`src/rtl/cpu_pkg.sv`:
```
// rtl/cpu_pkg.sv - shared widths, instruction word layout and pointer sizing
package cpu_pkg;

    localparam int WORD_W_DEF = 16;
    localparam int OPC_W_DEF  = 8;
    localparam int ADDR_W_DEF = 8;
    localparam int DEPTH_DEF  = 4;
    localparam int PTR_W_DEF  = $clog2(DEPTH_DEF);

    // Default instruction word: opcode in the MSBs, address in the LSBs
    typedef struct packed {
        logic [OPC_W_DEF-1:0]  opcode;
        logic [ADDR_W_DEF-1:0] addr;
    } instr_t;

    // Pointer width for a queue of the given depth
    function automatic int ptr_width(input int depth);
        return (depth > 1) ? $clog2(depth) : 1;
    endfunction

endpackage

```
`src/rtl/ir_fifo_mem.sv`:
```
// rtl/ir_fifo_mem.sv - DEPTH x WORD_W register-array queue with wrap-around pointers
module ir_fifo_mem
    import cpu_pkg::*;
#(
    parameter int WORD_W = WORD_W_DEF,
    parameter int DEPTH  = DEPTH_DEF,
    parameter int CNT_W  = $clog2(DEPTH + 1)
) (
    input  logic              clk,
    input  logic              rst,
    input  logic              clr,
    input  logic              push,
    input  logic              pop,
    input  logic [WORD_W-1:0] wdata,
    output logic [CNT_W-1:0]  count,
    output logic [CNT_W-1:0]  count_next,
    output logic [WORD_W-1:0] head_word
);

    localparam int PTR_W = ptr_width(DEPTH);

    logic [PTR_W-1:0]  head_q, head_d;
    logic [PTR_W-1:0]  tail_q, tail_d;
    logic [CNT_W-1:0]  count_q, count_d;
    logic [WORD_W-1:0] mem_q [DEPTH];
    logic [WORD_W-1:0] mem_d [DEPTH];

    // Next pointer/count/storage state; push and pop are pre-qualified by the caller
    always_comb begin
        head_d  = head_q;
        tail_d  = tail_q;
        count_d = count_q;
        mem_d   = mem_q;
        if (clr) begin
            head_d  = '0;
            tail_d  = '0;
            count_d = '0;
        end else begin
            if (push) begin
                mem_d[tail_q] = wdata;
                tail_d        = tail_q + PTR_W'(1);
            end
            if (pop) begin
                head_d = head_q + PTR_W'(1);
            end
            count_d = count_q + CNT_W'(push) - CNT_W'(pop);
        end
    end

    // Post-update head word, so a push into an empty queue is visible immediately
    assign head_word  = mem_d[head_d];
    assign count      = count_q;
    assign count_next = count_d;

    // Pointer and occupancy registers
    always_ff @(posedge clk) begin
        if (rst) begin
            head_q  <= '0;
            tail_q  <= '0;
            count_q <= '0;
        end else begin
            head_q  <= head_d;
            tail_q  <= tail_d;
            count_q <= count_d;
        end
    end

    // Storage array; contents are don't-care after reset
    always_ff @(posedge clk) begin
        mem_q <= mem_d;
    end

endmodule

```
`src/rtl/ir_prefetch_queue.sv`:
```
// rtl/ir_prefetch_queue.sv - prefetch queue feeding a registered instruction register
module ir_prefetch_queue
    import cpu_pkg::*;
#(
    parameter int WORD_W = WORD_W_DEF,
    parameter int OPC_W  = OPC_W_DEF,
    parameter int ADDR_W = ADDR_W_DEF,
    parameter int DEPTH  = DEPTH_DEF,
    parameter int CNT_W  = $clog2(DEPTH + 1)
) (
    input  logic              clk,
    input  logic              rst,
    input  logic              push_valid,
    input  logic [WORD_W-1:0] mbr_in,
    output logic              push_ready,
    input  logic              advance,
    input  logic              flush,
    output logic              ir_valid,
    output logic [OPC_W-1:0]  ir_opcode,
    output logic [ADDR_W-1:0] ir_addr,
    output logic [CNT_W-1:0]  count,
    output logic              full,
    output logic              empty,
    output logic              underflow
);

    if (OPC_W + ADDR_W > WORD_W) begin : g_bad_field_split
        $error("ir_prefetch_queue: OPC_W + ADDR_W must not exceed WORD_W");
    end

    logic              push_acc;
    logic              pop_acc;
    logic [CNT_W-1:0]  count_next;
    logic [WORD_W-1:0] head_word;
    logic              unused_word;

    logic              ir_valid_q, ir_valid_d;
    logic [OPC_W-1:0]  ir_opcode_q, ir_opcode_d;
    logic [ADDR_W-1:0] ir_addr_q, ir_addr_d;
    logic              underflow_q, underflow_d;

    assign full       = (count == CNT_W'(DEPTH));
    assign empty      = (count == '0);
    assign push_ready = !full;

    // Flush wins over both push and pop
    assign push_acc = push_valid && push_ready && !flush;
    assign pop_acc  = advance && !empty && !flush;

    ir_fifo_mem #(
        .WORD_W (WORD_W),
        .DEPTH  (DEPTH),
        .CNT_W  (CNT_W)
    ) u_fifo (
        .clk        (clk),
        .rst        (rst),
        .clr        (flush),
        .push       (push_acc),
        .pop        (pop_acc),
        .wdata      (mbr_in),
        .count      (count),
        .count_next (count_next),
        .head_word  (head_word)
    );

    // Middle bits between opcode and address are intentionally ignored
    assign unused_word = ^head_word;

    // IR reload from the post-update head; fields hold their last value when the queue drains
    always_comb begin
        ir_valid_d  = ir_valid_q;
        ir_opcode_d = ir_opcode_q;
        ir_addr_d   = ir_addr_q;
        underflow_d = underflow_q;
        if (flush) begin
            ir_valid_d  = 1'b0;
            underflow_d = 1'b0;
        end else begin
            underflow_d = underflow_q | (advance & empty);
            if (count_next != '0) begin
                ir_valid_d  = 1'b1;
                ir_opcode_d = head_word[WORD_W-1 -: OPC_W];
                ir_addr_d   = head_word[ADDR_W-1:0];
            end else begin
                ir_valid_d  = 1'b0;
            end
        end
    end

    // IR and sticky underflow registers
    always_ff @(posedge clk) begin
        if (rst) begin
            ir_valid_q  <= 1'b0;
            ir_opcode_q <= '0;
            ir_addr_q   <= '0;
            underflow_q <= 1'b0;
        end else begin
            ir_valid_q  <= ir_valid_d;
            ir_opcode_q <= ir_opcode_d;
            ir_addr_q   <= ir_addr_d;
            underflow_q <= underflow_d;
        end
    end

    assign ir_valid  = ir_valid_q;
    assign ir_opcode = ir_opcode_q;
    assign ir_addr   = ir_addr_q;
    assign underflow = underflow_q;

endmodule

```
`config.mk`:
```
export PLATFORM = sky130hd
export DESIGN_NAME = ir_prefetch_queue
export DESIGN_NICKNAME = d
export VERILOG_FILES = /design/src/rtl/cpu_pkg.sv /design/src/rtl/ir_fifo_mem.sv /design/src/rtl/ir_prefetch_queue.sv
export SDC_FILE = /design/constraint.sdc
export NUM_CORES = 1
export LEC_CHECK = 0
export CAP_MARGIN = 5
export CORE_MARGIN = 3
export CORE_UTILIZATION = 50
export CTS_CLUSTER_SIZE = 30
export DETAILED_ROUTE_END_ITERATION = 10
export MAX_ROUTING_LAYER = met4
export PLACE_DENSITY = 0.72
export REMOVE_ABC_BUFFERS = 1
export SLEW_MARGIN = 20
export SYNTH_ARGS = -nofsm -noshare
export SYNTH_HDL_FRONTEND = slang
export SYNTH_SLANG_ARGS = --single-unit
```
`constraint.sdc`:
```
create_clock -name clk -period 3.6 [get_ports clk]
set_input_delay 0.72 -clock clk [delete_from_list [all_inputs] [get_ports clk]]
set_output_delay 0.72 -clock clk [all_outputs]
set_load 0.01 [all_outputs]
```
# Word level (Yosys, flattened, before mapping)
# Index checks and enable logic that the tools add are counted.
# word_totals
latch_bits,0
romBits,0
input_bits,21
memories,0
ff_bits,89
ramBits,0
# op_classes
n_div,0
n_lt_le_gt_ge,3
addsub,4
muxes,12
shifts,0
reduce_logical,12
eq_ne,1
n_mul,0
bitwise,5
# ops
operator,n
two-way mux 64 bit,2
bitwise mux 64 bit,1
two-way mux 16 bit,3
binary-select mux 16 bit (select 2 bit),1
demux 16 bit (select 2 bit),1
"greater-or-equal comparator 3 bit, second input constant",2
inverter 2 -> 3 bit,2
logical AND 1 bit,5
"adder 2 x 1 -> 2 bit, second input constant",2
two-way mux 2 bit,2
adder 3 x 1 -> 3 bit,1
"equality test 3 bit, second input constant",1
logical NOT 1 bit,3
logical NOT 3 bit,1
"less-than comparator 3 x 1 -> 1 bit, second input constant",1
two-way mux 3 bit,1
nonzero test 3 bit,1
subtractor 3 x 1 -> 3 bit,1
AND reduction 2 bit,1
OR reduction 2 bit,1
bitwise AND 1 bit,1
two-way mux 1 bit,1
inverter 1 bit,1
bitwise OR 1 bit,1

# Depth between registers and ports, before layout
# Gate-level depths: netlist of run 1.
# logic_depth
depth_word,11
depth_mapped,14
ltp_nobuf,13

# Cells and area by module
# A second synthesis of run 1 with hierarchy kept.
# hier_totals
hier_cells,302
hier_area_um2,3777.4
# modules_own_cells
mod,cells_per_inst,seq_area_each_um2,n_inst,area_per_inst_um2
ir_fifo_mem,221,1421.4,1,2949.1
ir_prefetch_queue,81,360.3,1,828.3

# Worst setup path before layout of run 1
# No wires, ideal clock.
# synth_timing
path_type,input to register
startpoint,input flush
endpoint,register ir_addr_q[3] (netlist: ir_addr[3])
cell_stages,13
arrival_ns,3.080
path_slack_ns,0.447
required_time_ns,3.527
setup_time_ns,0.073
path_cell_list,clkbuf_1 nor2_1 ha_1 inv_1 ha_1 inv_1 fa_1 xnor3_1 a31o_1 nor2_1 clkbuf_1 o2111ai_1 o211ai_2
# synth_via
elab_chain_cells,8
word_cells_on_any_way,17
classes_between,add/sub (2); mux (8); bitwise (2); reduce/logical (5)
# synth_lines
element,line_no,rtl
"start, declared",ir_prefetch_queue.sv:17,"input logic flush,"
"parallel branches: the longest is 8 deep, another holds adder 3 x 1 -> 3 bit",n/a,
"end signal, assigned",ir_prefetch_queue.sv:100,ir_addr_q <= ir_addr_d;
"end, declared",ir_prefetch_queue.sv:39,"logic [ADDR_W-1:0] ir_addr_q, ir_addr_d;"
# Parallel ways; which one is timed is not known. The select of a mux whose other input is x is not followed.
# A chain may end at the register's enable or synchronous reset.

# Final worst setup path of run 1
# layout_timing
startpoint,input flush
endpoint,register ir_addr_q[2] (netlist: ir_addr[2])
# Same word-level chain as after synthesis.

==> results of run 1 <==
==> power breakdown <==
group,internal (mW),switching (mW)
combinational,0.202,0.170
clock,0.303,0.333
sequential,1.10,0.0555
total,1.60,0.559
==> cell families after synthesis <==
logic type      Yosys count
simple gates             92
flops                    89
compound gates           84
mux                      81
buf+inv                  43
fa+ha+maj                 7
xor+xnor                  5
==> sequential cells by signal (all words and copies together) (netlist names) <==
name           count
u_fifo.mem_q      64
ir_addr            8
ir_opcode          8
u_fifo.count       3
u_fifo.head_q      2
u_fifo.tail_q      2
ir_valid           1
underflow          1
==> worst min-delay path by stage <==
stage | startpoint | slack, ns | to | cells past startpoint
floorplan | u_fifo.mem_q[62]$_DFF_P_ | 0.45 | u_fifo.mem_q[62]$_DFF_P_ | 1
global placement | ir_opcode[5]$_SDFFE_PP0P_ | 0.45 | ir_opcode[5]$_SDFFE_PP0P_ | 2
detailed placement | ir_addr[6]$_SDFFE_PP0P_ | 0.45 | ir_addr[6]$_SDFFE_PP0P_ | 2
CTS | ir_opcode[0]$_SDFFE_PP0P_ | 0.47 | ir_opcode[0]$_SDFFE_PP0P_ | 2
global route | u_fifo.mem_q[47]$_DFF_P_ | 0.50 | u_fifo.mem_q[47]$_DFF_P_ | 1
finish | ir_addr[6]$_SDFFE_PP0P_ | 0.47 | ir_addr[6]$_SDFFE_PP0P_ | 2
==> area by class of cell <==
type / count / area [sq um] / share of cell area
sequential: 89 / 1780 / 0.357
clock buffer: 13 / 169 / 0.0339
tap: 102 / 128 / 0.0256
clock inverter: 2 / 12.5 / 0.00251
multi-input combinational: 269 / 2230 / 0.448
inverter: 10 / 42.5 / 0.00853
timing repair buffer: 66 / 618 / 0.124
==> per-layer routing <==
layer	up-vias	part of all wire	GRT usage	wire length, microns
met5	-	0	-	0
met3	9	0.058	0.0524	604
met4	0	0.0083	0.0543	86
met1	1639	0.45	0.284	4630
met2	93	0.49	0.376	5030
li1	1604	-	-	-
==> stage by stage <==
stage | hold WS, ns | cell area, sq um
2_1_floorplan | 0.450 | 4060
3_3_place_gp | 0.452 | 4800
3_5_place_dp | 0.447 | 4800
4_1_cts | 0.471 | 4990
5_1_grt | 0.498 | 4990
6_report | 0.468 | 4990
==> worst max-delay path, stage by stage <==
cell and delay (ns):
clkdlybuf4s50_1 0.59, nor2b_1 0.24, and2_1 0.26, ha_1 0.18, inv_1 0.05, fa_1 0.37, xnor3_1 0.23, a31o_1 0.28
inv_2 0.06, and2_0 0.17, buf_4 0.18, o21ai_0 0.10, o211ai_1 0.16
==> layout by cell type (no fill, tap or decap), drive strengths merged <==
cell type / instances
mux2: 64
xnor3: 1
xor2: 2
o211ai: 17
dfxtp: 89
or3: 1
buf: 22
clkinv: 3
nor2b: 1
xnor2: 2
clkbuf: 13
ha: 6
nor3: 32
a31oi: 1
nand2: 17
nand4b: 1
and2: 2
o21ai: 15
o31ai: 16
and3: 2
a211o: 15
a31o: 1
or4: 17
nand3b: 2
or2: 2
o311ai: 1
a211oi: 2
mux2i: 17
o2111ai: 14
a21oi: 1
o221ai: 1
clkinvlp: 1
inv: 8
or3b: 1
fa: 1
nor2: 14
clkdlybuf4s50: 44
==> results_dict.tcl, run 1 <==
set metrics [dict create \
    status "finished clean" \
    initial_core_util 0.530 \
    die-area_sq_um 9540 \
    postSynthCellCount 401 \
    htree_levels 3 \
    synthMuxAreaShare 0.212 \
    synthArstFlopShare 0 \
    synth_enable_flop_cells 0 \
    synth_xor_xnor_area_share 0.0155 \
    routed_wl_microns 10300 \
    cp.arrival_ns 3.60 \
    worst_r2r_path_depth 14 \
    numPlacedInstances 536 \
    clock.fmax_mhz 302 \
    layout.nets 473 \
    drv_cap 0 \
    clkTransAtPathRegs_ns 0.08 \
    ctsResizeCount 0 \
    synth_adder_area_share 0.0226 \
    cp.required_ns 3.88 \
    critPathLaunchType "input pin" \
    cts_max_path_buffers 2 \
    timing.rr.end "ir_addr[2]$_SDFFE_PP0P_" \
    antenna_found_initial 0 \
    hp-class "reg -> reg" \
    post_drt_wl_per_cell_microns 18.8 \
    grt_overflow 0 \
    grt_pass1_wl_microns 17200 \
    worst_setup_path_end_kind "register" \
    synth_largest_area_cell "dfxtp_1" \
    rows 32 \
    setup_violations 0 \
    instances_no_fill 551 \
    area_delta_synth_final_pct 18.6 \
    clock_sinks 89 \
    root_buffer "clkbuf_8" \
    setup.worst_path.end "ir_addr[2]$_SDFFE_PP0P_" \
    synth_area_sq_um 4200 \
    drt_iter0_drc 189 \
    cts_setup_buffers 0 \
    synth_compound_area_frac 0.163 \
    track_usage 0.228 \
    insertion_delay_ns 0.35 \
    gp_congestion 0.789 \
    skew_ns 0.00652 \
    dp_slack_ns -0.0660 \
    period_share 0.921 \
    setup.worst_path.start "flush" \
    worst-slew-pin-transition_ns 0.632 \
    finalMaxSlewViolations 0 \
    nFillCells 681 \
    numPortBuffers 44 \
    dp_hpwl_microns 6820 \
    setup_tns_ns 0 \
    drc 0 \
    synth_area_leaders "dfxtp_1 42%, mux2_2 17%, mux2i_1 4.0%" \
    synth_simple_gate_area_frac 0.118 \
    antenna_cells 0 \
    grt_pass1_vias 3400 \
    r2r_start "u_fifo.count[2]$_SDFF_PP0_" \
    ys_ff_latch 89 \
    peakVddDrop_v 0.000264 \
    rsz0062_at_grt "no" \
    synth_top_family_by_area "multiplexers" \
    holdBufCountCts 0 \
    p_leak_nw 2.08 \
    layout_min_cycle_time_ns 3.31 \
    power_density_nw_per_um2 434 \
    cp_max_fo 8 \
    synth.top_cell.area_share 0.424 \
    synthTopCellsByCount "89 x dfxtp_1, 64 x mux2_2, 32 x nor3_1" \
    yosysUniqueCellTypes 47 \
    grt_max_degree 35 \
    drive_gt1_frac 0.265 \
    die_h_microns 97.7 \
    p_total_mw 2.16 \
    cts_tree "built" \
    vias 3345 \
    synth_ff_type "dfxtp_1" \
    yosysWarnings 0 \
    fin_util 0.629 \
    finalHoldViolations 0 \
    postRouteAntennaNets 0 \
    setup_ws_ns 0.286 \
    synth_seq_area_share 0.424 \
    ioPinCount 45 \
    vias_per_cell 6.07 \
    reg2reg_slack_ns 0.54 \
    die_w_microns 97.7 \
    setup.worst_path.class "in -> reg" \
    cts_buffers 9 \
    core_area_sq_um 7930 \
    synth_most_common_cell "dfxtp_1" \
    slew_headroom 0.578 \
    avgSynthCellArea_sq_um 10.5 \
    drtPass1Iterations 5 \
]
No activity file was read; power rests on OpenSTA's default activity.
==> run 2: changes to the inputs <==
--- a/config.mk
+++ b/config.mk
@@ -13,6 +13,7 @@
 export MAX_ROUTING_LAYER = met4
 export PLACE_DENSITY = 0.72
 export REMOVE_ABC_BUFFERS = 1
+export SKIP_CTS_REPAIR_TIMING = 1
 export SLEW_MARGIN = 20
 export SYNTH_ARGS = -nofsm -noshare
 export SYNTH_HDL_FRONTEND = slang
==> results of run 2 <==
Same layout as run 1: the final DEF is identical, and so are final timing and power.
==> run 3: changes to the inputs <==
--- a/config.mk
+++ b/config.mk
@@ -5,13 +5,15 @@
 export SDC_FILE = /design/constraint.sdc
 export NUM_CORES = 1
 export LEC_CHECK = 0
+export ABC_AREA = 1
 export CAP_MARGIN = 5
 export CORE_MARGIN = 3
 export CORE_UTILIZATION = 50
 export CTS_CLUSTER_SIZE = 30
 export DETAILED_ROUTE_END_ITERATION = 10
+export GPL_TIMING_DRIVEN = 0
 export MAX_ROUTING_LAYER = met4
-export PLACE_DENSITY = 0.72
+export PLACE_DENSITY = 0.71
 export REMOVE_ABC_BUFFERS = 1
 export SKIP_CTS_REPAIR_TIMING = 1
 export SLEW_MARGIN = 20
==> constraint.sdc (replaced) <==
create_clock -name clk -period 3.6 [get_ports clk]
set_input_delay 0.72 -clock clk [delete_from_list [all_inputs] [get_ports clk]]
set_output_delay 0.72 -clock clk [all_outputs]
set_load 0.005 [all_outputs]
==> results_dict.tcl, run 3 <==
set metrics [dict create \
    drv_cap 0 \
    timing.rr.end "ir_addr[1]$_SDFFE_PP0P_" \
    critPathLaunchType "input pin" \
    die_w_microns 101 \
    regMostFlops "u_fifo.mem_q" \
    crit_top_cell "inv_1" \
    antenna_cells 0 \
    synth_enable_flop_cells 0 \
    clock_sinks 89 \
    dp_hpwl_microns 6890 \
    worst-slew-pin-transition_ns 0.771 \
    clock.fmax_mhz 304 \
    die_h_microns 101 \
    synth_adder_area_share 0.0209 \
    cts_max_path_buffers 2 \
    synth_largest_area_cell "dfxtp_1" \
    synth_compound_area_frac 0.0945 \
    cp.arrival_ns 3.53 \
    crit_cells 14 \
    grt_pass1_vias 4247 \
    root_buffer "clkbuf_8" \
    initial_core_util 0.517 \
    worst_r2r_path_depth 12 \
    drive_gt1_frac 0.0455 \
    synthArstFlopShare 0 \
    clkTransAtPathRegs_ns 0.09 \
    ioPinCount 45 \
    htree_levels 3 \
    synth_area_leaders "dfxtp_1 39%, nand2_1 27%, nand3_1 9.1%" \
    drt_iter0_drc 218 \
    synth_simple_gate_area_frac 0.382 \
    track_usage 0.246 \
    cts_buffers 9 \
    setup.worst_path.end "ir_addr[1]$_SDFFE_PP0P_" \
    synthTopCellsByCount "333 x nand2_1, 89 x dfxtp_1, 83 x nand3_1" \
    area_delta_synth_final_pct 15.4 \
    postRouteAntennaNets 0 \
    synth_top_family_by_area "simple AND/OR/NAND/NOR gates" \
    antenna_found_initial 0 \
    peakVddDrop_v 0.000255 \
    post_drt_wl_per_cell_microns 14.0 \
    routed_wl_microns 12000 \
    crit_chain "clkdlybuf4s50_1 > nor2_4 > buf_16 > nand2_8 > inv_8 > ha_1 > inv_1 > fa_1 > inv_1 > nand2_1 > nand3_1 > nand2_4 > o21ai_0 > a21oi_1" \
    reg2reg_slack_ns 0.62 \
    synth_seq_area_share 0.391 \
    gp_congestion 0.762 \
    synth.top_cell.area_share 0.391 \
    layout_common_cells "332 x nand2_1, 89 x dfxtp_1, 83 x nand3_1, 67 x inv_1, 65 x o21ai_0" \
    insertion_delay_ns 0.36 \
    synthMuxAreaShare 0 \
    r2r_start "u_fifo.count[1]$_SDFF_PP0_" \
    rsz0062_at_grt "no" \
    ys_ff_latch 89 \
    avgSynthCellArea_sq_um 6.27 \
    cp_max_fo 35 \
    worst_setup_path_end_kind "register" \
    hp-class "reg -> reg" \
    layout.nets 771 \
    drtPass1Iterations 5 \
    grt_pass1_wl_microns 19700 \
    grt_max_degree 70 \
    vias 4489 \
    cts_tree "built" \
    cp_num_buf_inv 5 \
    rows 34 \
    numPortBuffers 44 \
    largest_register_ffs 64 \
    setup.worst_path.start "flush" \
    synth_area_sq_um 4560 \
    layout_min_cycle_time_ns 3.29 \
    synth_ff_type "dfxtp_1" \
    synth_most_common_cell "nand2_1" \
    slew_headroom 0.484 \
    critPathMaxStageDelay_ns 0.51 \
    vias_per_cell 5.24 \
    skew_ns 0.00876 \
    cp_slowest_cell "clkdlybuf4s50_1" \
    yosysUniqueCellTypes 21 \
    drc 0 \
    finalHoldViolations 0 \
    nFillCells 874 \
    power_density_nw_per_um2 509 \
    period_share 0.914 \
    p_total_mw 2.68 \
    setup_violations 0 \
    grt_overflow 0 \
    final_common_cell "nand2_1" \
    synth_xor_xnor_area_share 0.00192 \
    whs_ns 0.474 \
    die-area_sq_um 10300 \
    status "finished clean" \
    whs_path_depth 2 \
    setup.worst_path.class "in -> reg" \
    finalMaxSlewViolations 0 \
    core_area_sq_um 8810 \
    critPathTopFamily "buffers and inverters" \
    p_leak_nw 2.37 \
    cp.required_ns 3.84 \
    yosysWarnings 0 \
    postSynthCellCount 726 \
]
==> run 3: worst min path at each step <==
stage / startpoint / to / slack [ns]
floorplan: u_fifo.mem_q[48]$_DFF_P_ / u_fifo.mem_q[48]$_DFF_P_ / 0.44
global placement: u_fifo.mem_q[56]$_DFF_P_ / u_fifo.mem_q[56]$_DFF_P_ / 0.45
detailed placement: u_fifo.mem_q[60]$_DFF_P_ / u_fifo.mem_q[60]$_DFF_P_ / 0.45
CTS: u_fifo.mem_q[60]$_DFF_P_ / u_fifo.mem_q[60]$_DFF_P_ / 0.47
global route: u_fifo.mem_q[33]$_DFF_P_ / u_fifo.mem_q[33]$_DFF_P_ / 0.49
finish: u_fifo.mem_q[60]$_DFF_P_ / u_fifo.mem_q[60]$_DFF_P_ / 0.47
==> run 3: tightest hold or removal path: stages, from the launching register on <==
cell and delay [ns]:
dfxtp_1 0.32, nand2_1 0.06, nand2_1 0.05
==> run 3: final cells by class <==
type / instances / area [sq um] / share of cell area
multi-input cells: 525 / 2330 / 0.444
clock buffers: 9 / 124 / 0.0236
inverters: 71 / 274 / 0.0521
repair buffers: 47 / 490 / 0.0933
clock inverters: 7 / 119 / 0.0226
well taps: 108 / 135 / 0.0257
flip-flops and latches: 89 / 1780 / 0.339
==> run 3: logic make-up after synthesis <==
group                      count (synthesis)
and+or+nand+nor                          431
buffers and inverters                    113
DFF                                       89
AOI/OAI and AO/OA                         85
adders and majority gates                  7
xor gates and xnor gates                   1
==> run 3: metrics by stage <==
step	setup TNS, ns	std cells	utilization	area [sq um]	worst slack [ns]
global route	0	856	0.597	5260	0.0836
detailed placement	-25.19	838	0.563	4950	-1.55
finish	0	856	0.597	5260	0.311
CTS	-19.79	854	0.590	5200	-1.26
global placement	-156.09	836	0.556	4900	-3.64
floorplan	-16.52	684	-	4320	-0.980
==> run 3: where the power goes <==
group / total, mW / internal [mW] / switching, mW
Sequential: 1.25 / 1.16 / 0.0864
Combinational: 0.589 / 0.243 / 0.346
Clock: 0.836 / 0.461 / 0.375
==> run 3: metal layers <==
layer | share of wire | vias up | track usage
li1 | - | 2305 | -
met1 | 0.44 | 2045 | 0.295
met2 | 0.49 | 113 | 0.417
met3 | 0.049 | 26 | 0.0324
met4 | 0.024 | 0 | 0.0951
met5 | 0 | - | -
==> RTL change, RTL diff (config.mk and constraints of run 3) <==
`ir_addr_q` no longer has a reset.
--- a/src/rtl/ir_prefetch_queue.sv
+++ b/src/rtl/ir_prefetch_queue.sv
@@ -93,12 +93,14 @@
             ir_valid_q  <= 1'b0;
             ir_opcode_q <= '0;
-            ir_addr_q   <= '0;
             underflow_q <= 1'b0;
         end else begin
             ir_valid_q  <= ir_valid_d;
             ir_opcode_q <= ir_opcode_d;
-            ir_addr_q   <= ir_addr_d;
             underflow_q <= underflow_d;
         end
+    end
+
+    always_ff @(posedge clk) begin
+        ir_addr_q <= ir_addr_d;
     end
 
Formal check against the unedited RTL: not equivalent (a bounded check fails within 4 cycles, from zero or initial values and one cycle with rst high).
==> RTL change against run 3 <==
  * Routed wire length is 13% lower
  * Cell area is 8.5% lower
  * Power decreased by 10%
  * Synthesized area fell by 8.0%
  * Highest routed layer unchanged
  * Sequential cell count did not move
  * Register-to-register slack lost 0.19 ns
  * Worst setup slack worse by 0.037 ns
==> RTL change: results (changes against run 3) <==
STA:
- The worst clock skew is 0.009767 ns (was 0.008760 ns).
- The worst slew margin relative to its limit is 0.4730 (was 0.4839).

Worst hold path:
- The start point of the worst min-delay path is u_fifo.mem_q[37] (was u_fifo.mem_q[60]).

Critical path:
- The endpoint of the worst register-to-register path is ir_opcode[3] (was ir_addr[1]).
- The gate family responsible for the most delay along the worst path is simple AND/OR/NAND/NOR gates (was buffers and inverters).
- The arrival time of the worst setup path is 3.57 ns (was 3.53 ns).
- The maximum fanout along the worst path is 57 (was 35).
- The slack of the worst reg-to-reg path came to 0.43 ns (was 0.62 ns).
- The critical path's largest stage delay is 0.60 ns (was 0.51 ns).

Pwr:
- The combinational power share came to 0.206 (was 0.220).
- The static leakage is 2.324 nW (was 2.372 nW).
- The maximum resistive drop on vdd is 0.0002227 V (was 0.0002551 V).

Global routing:
- The met3 layer usage reported by global route is 0.04666 (was 0.03237).
- The largest net degree at the start of global routing came to 58 (was 70).
- The number of global-route vias before repair is 3703 (was 4247).
- The first-pass GRT wire length is 16980 um (was 19720 um).
- The fraction of met1 tracks used by global routing is 0.2668 (was 0.2951).

Synthesis:
- The count of different cell masters after synthesis is 25 (was 21).
- The xor-xnor portion of the synthesized cell area came to 0 (was 0.001923).
- The number of enable-type register cells in the synthesized netlist is 8 (was 0).
- The sequential-to-total area share from yosys stat is 0.4442 (was 0.3911).
- Synth cell count leaders: sky130_fd_sc_hd__nand2_1, sky130_fd_sc_hd__dfxtp_1, sky130_fd_sc_hd__nand3_1 (unchanged).

Place:
- The final weighted congestion of routability-driven global placement is 0.8079 (was 0.7622).
- The final HPWL from detailed placement came to 6360 um (was 6888 um).
- The instance area at placement is 0.004577 sq mm (was 0.004954 sq mm).

Route:
- The via count normalized by instance count is 5.223 (was 5.244).
- The total length of routed met2 wires is 5126 um (was 5900 um).
- The amount of wire on met3 after detailed routing is 607 um (was 587 um).
- The total iterations of the first detailed-routing run is 6 (was 5).

Outcome:
- Status: finished, final reports clean (unchanged).

Final layout:
- The final net count is 666 (was 771).
- The filler cell count is 750 (was 874).
- The fraction of final layout cells sized beyond drive strength 1 is 0.05132 (was 0.04545).
RTL change: cell types whose count changed in the layout (fill, tap and decap cells not counted), sizes merged, moves of 7 or more:
cell,change
nand2,-48
o211ai,+8
o21ai,-23
inv,-22
a21oi,-7
edfxtp,+8
nand3,-15
dfxtp,-8
RTL change: area by class of cell:
class / instances / share of cell area
multi-input cells: 443 / 0.4140
flip-flops and latches: 89 / 0.3872
repair buffers: 46 / 0.09472
inverters: 49 / 0.03877
clock buffers: 11 / 0.02732
well taps: 102 / 0.02654
clock inverters: 5 / 0.01145
RTL change: power groups by stage:
stage               sequential, W  clock, W  combinational (W)
floorplan                 0.00125         0           0.000319
global placement          0.00125         0           0.000466
detailed placement        0.00126         0           0.000486
CTS                       0.00124  0.000682           0.000488
global route              0.00126  0.000719           0.000569
finish                    0.00124  0.000670           0.000495
RTL change: worst max-delay path by stage:
stage	cells after the start	slack, ns	start	to
final	12	0.27	flush	ir_opcode[3]
after global routing	12	0.06	flush	ir_opcode[3]
after CTS	12	-1.25	flush	ir_opcode[6]
after detailed placement	12	-1.62	flush	ir_opcode[2]
after global placement	12	-1.58	flush	ir_opcode[2]
after floorplan	12	0.13	push_valid	ir_opcode[0]
RTL change: stage by stage:
step,util,hold slack (ns),setup slack (ns),std cells,total power [W]
after global placement,0.5773,0.4323,-1.583,726,0.001720
after floorplan,-,0.4250,0.1340,580,0.001572
after CTS,0.6009,0.4628,-1.254,742,0.002411
after detailed placement,0.5773,0.4438,-1.624,726,0.001749
final,0.6065,0.4597,0.2742,745,0.002407
after global routing,0.6065,0.4874,0.05671,745,0.002546
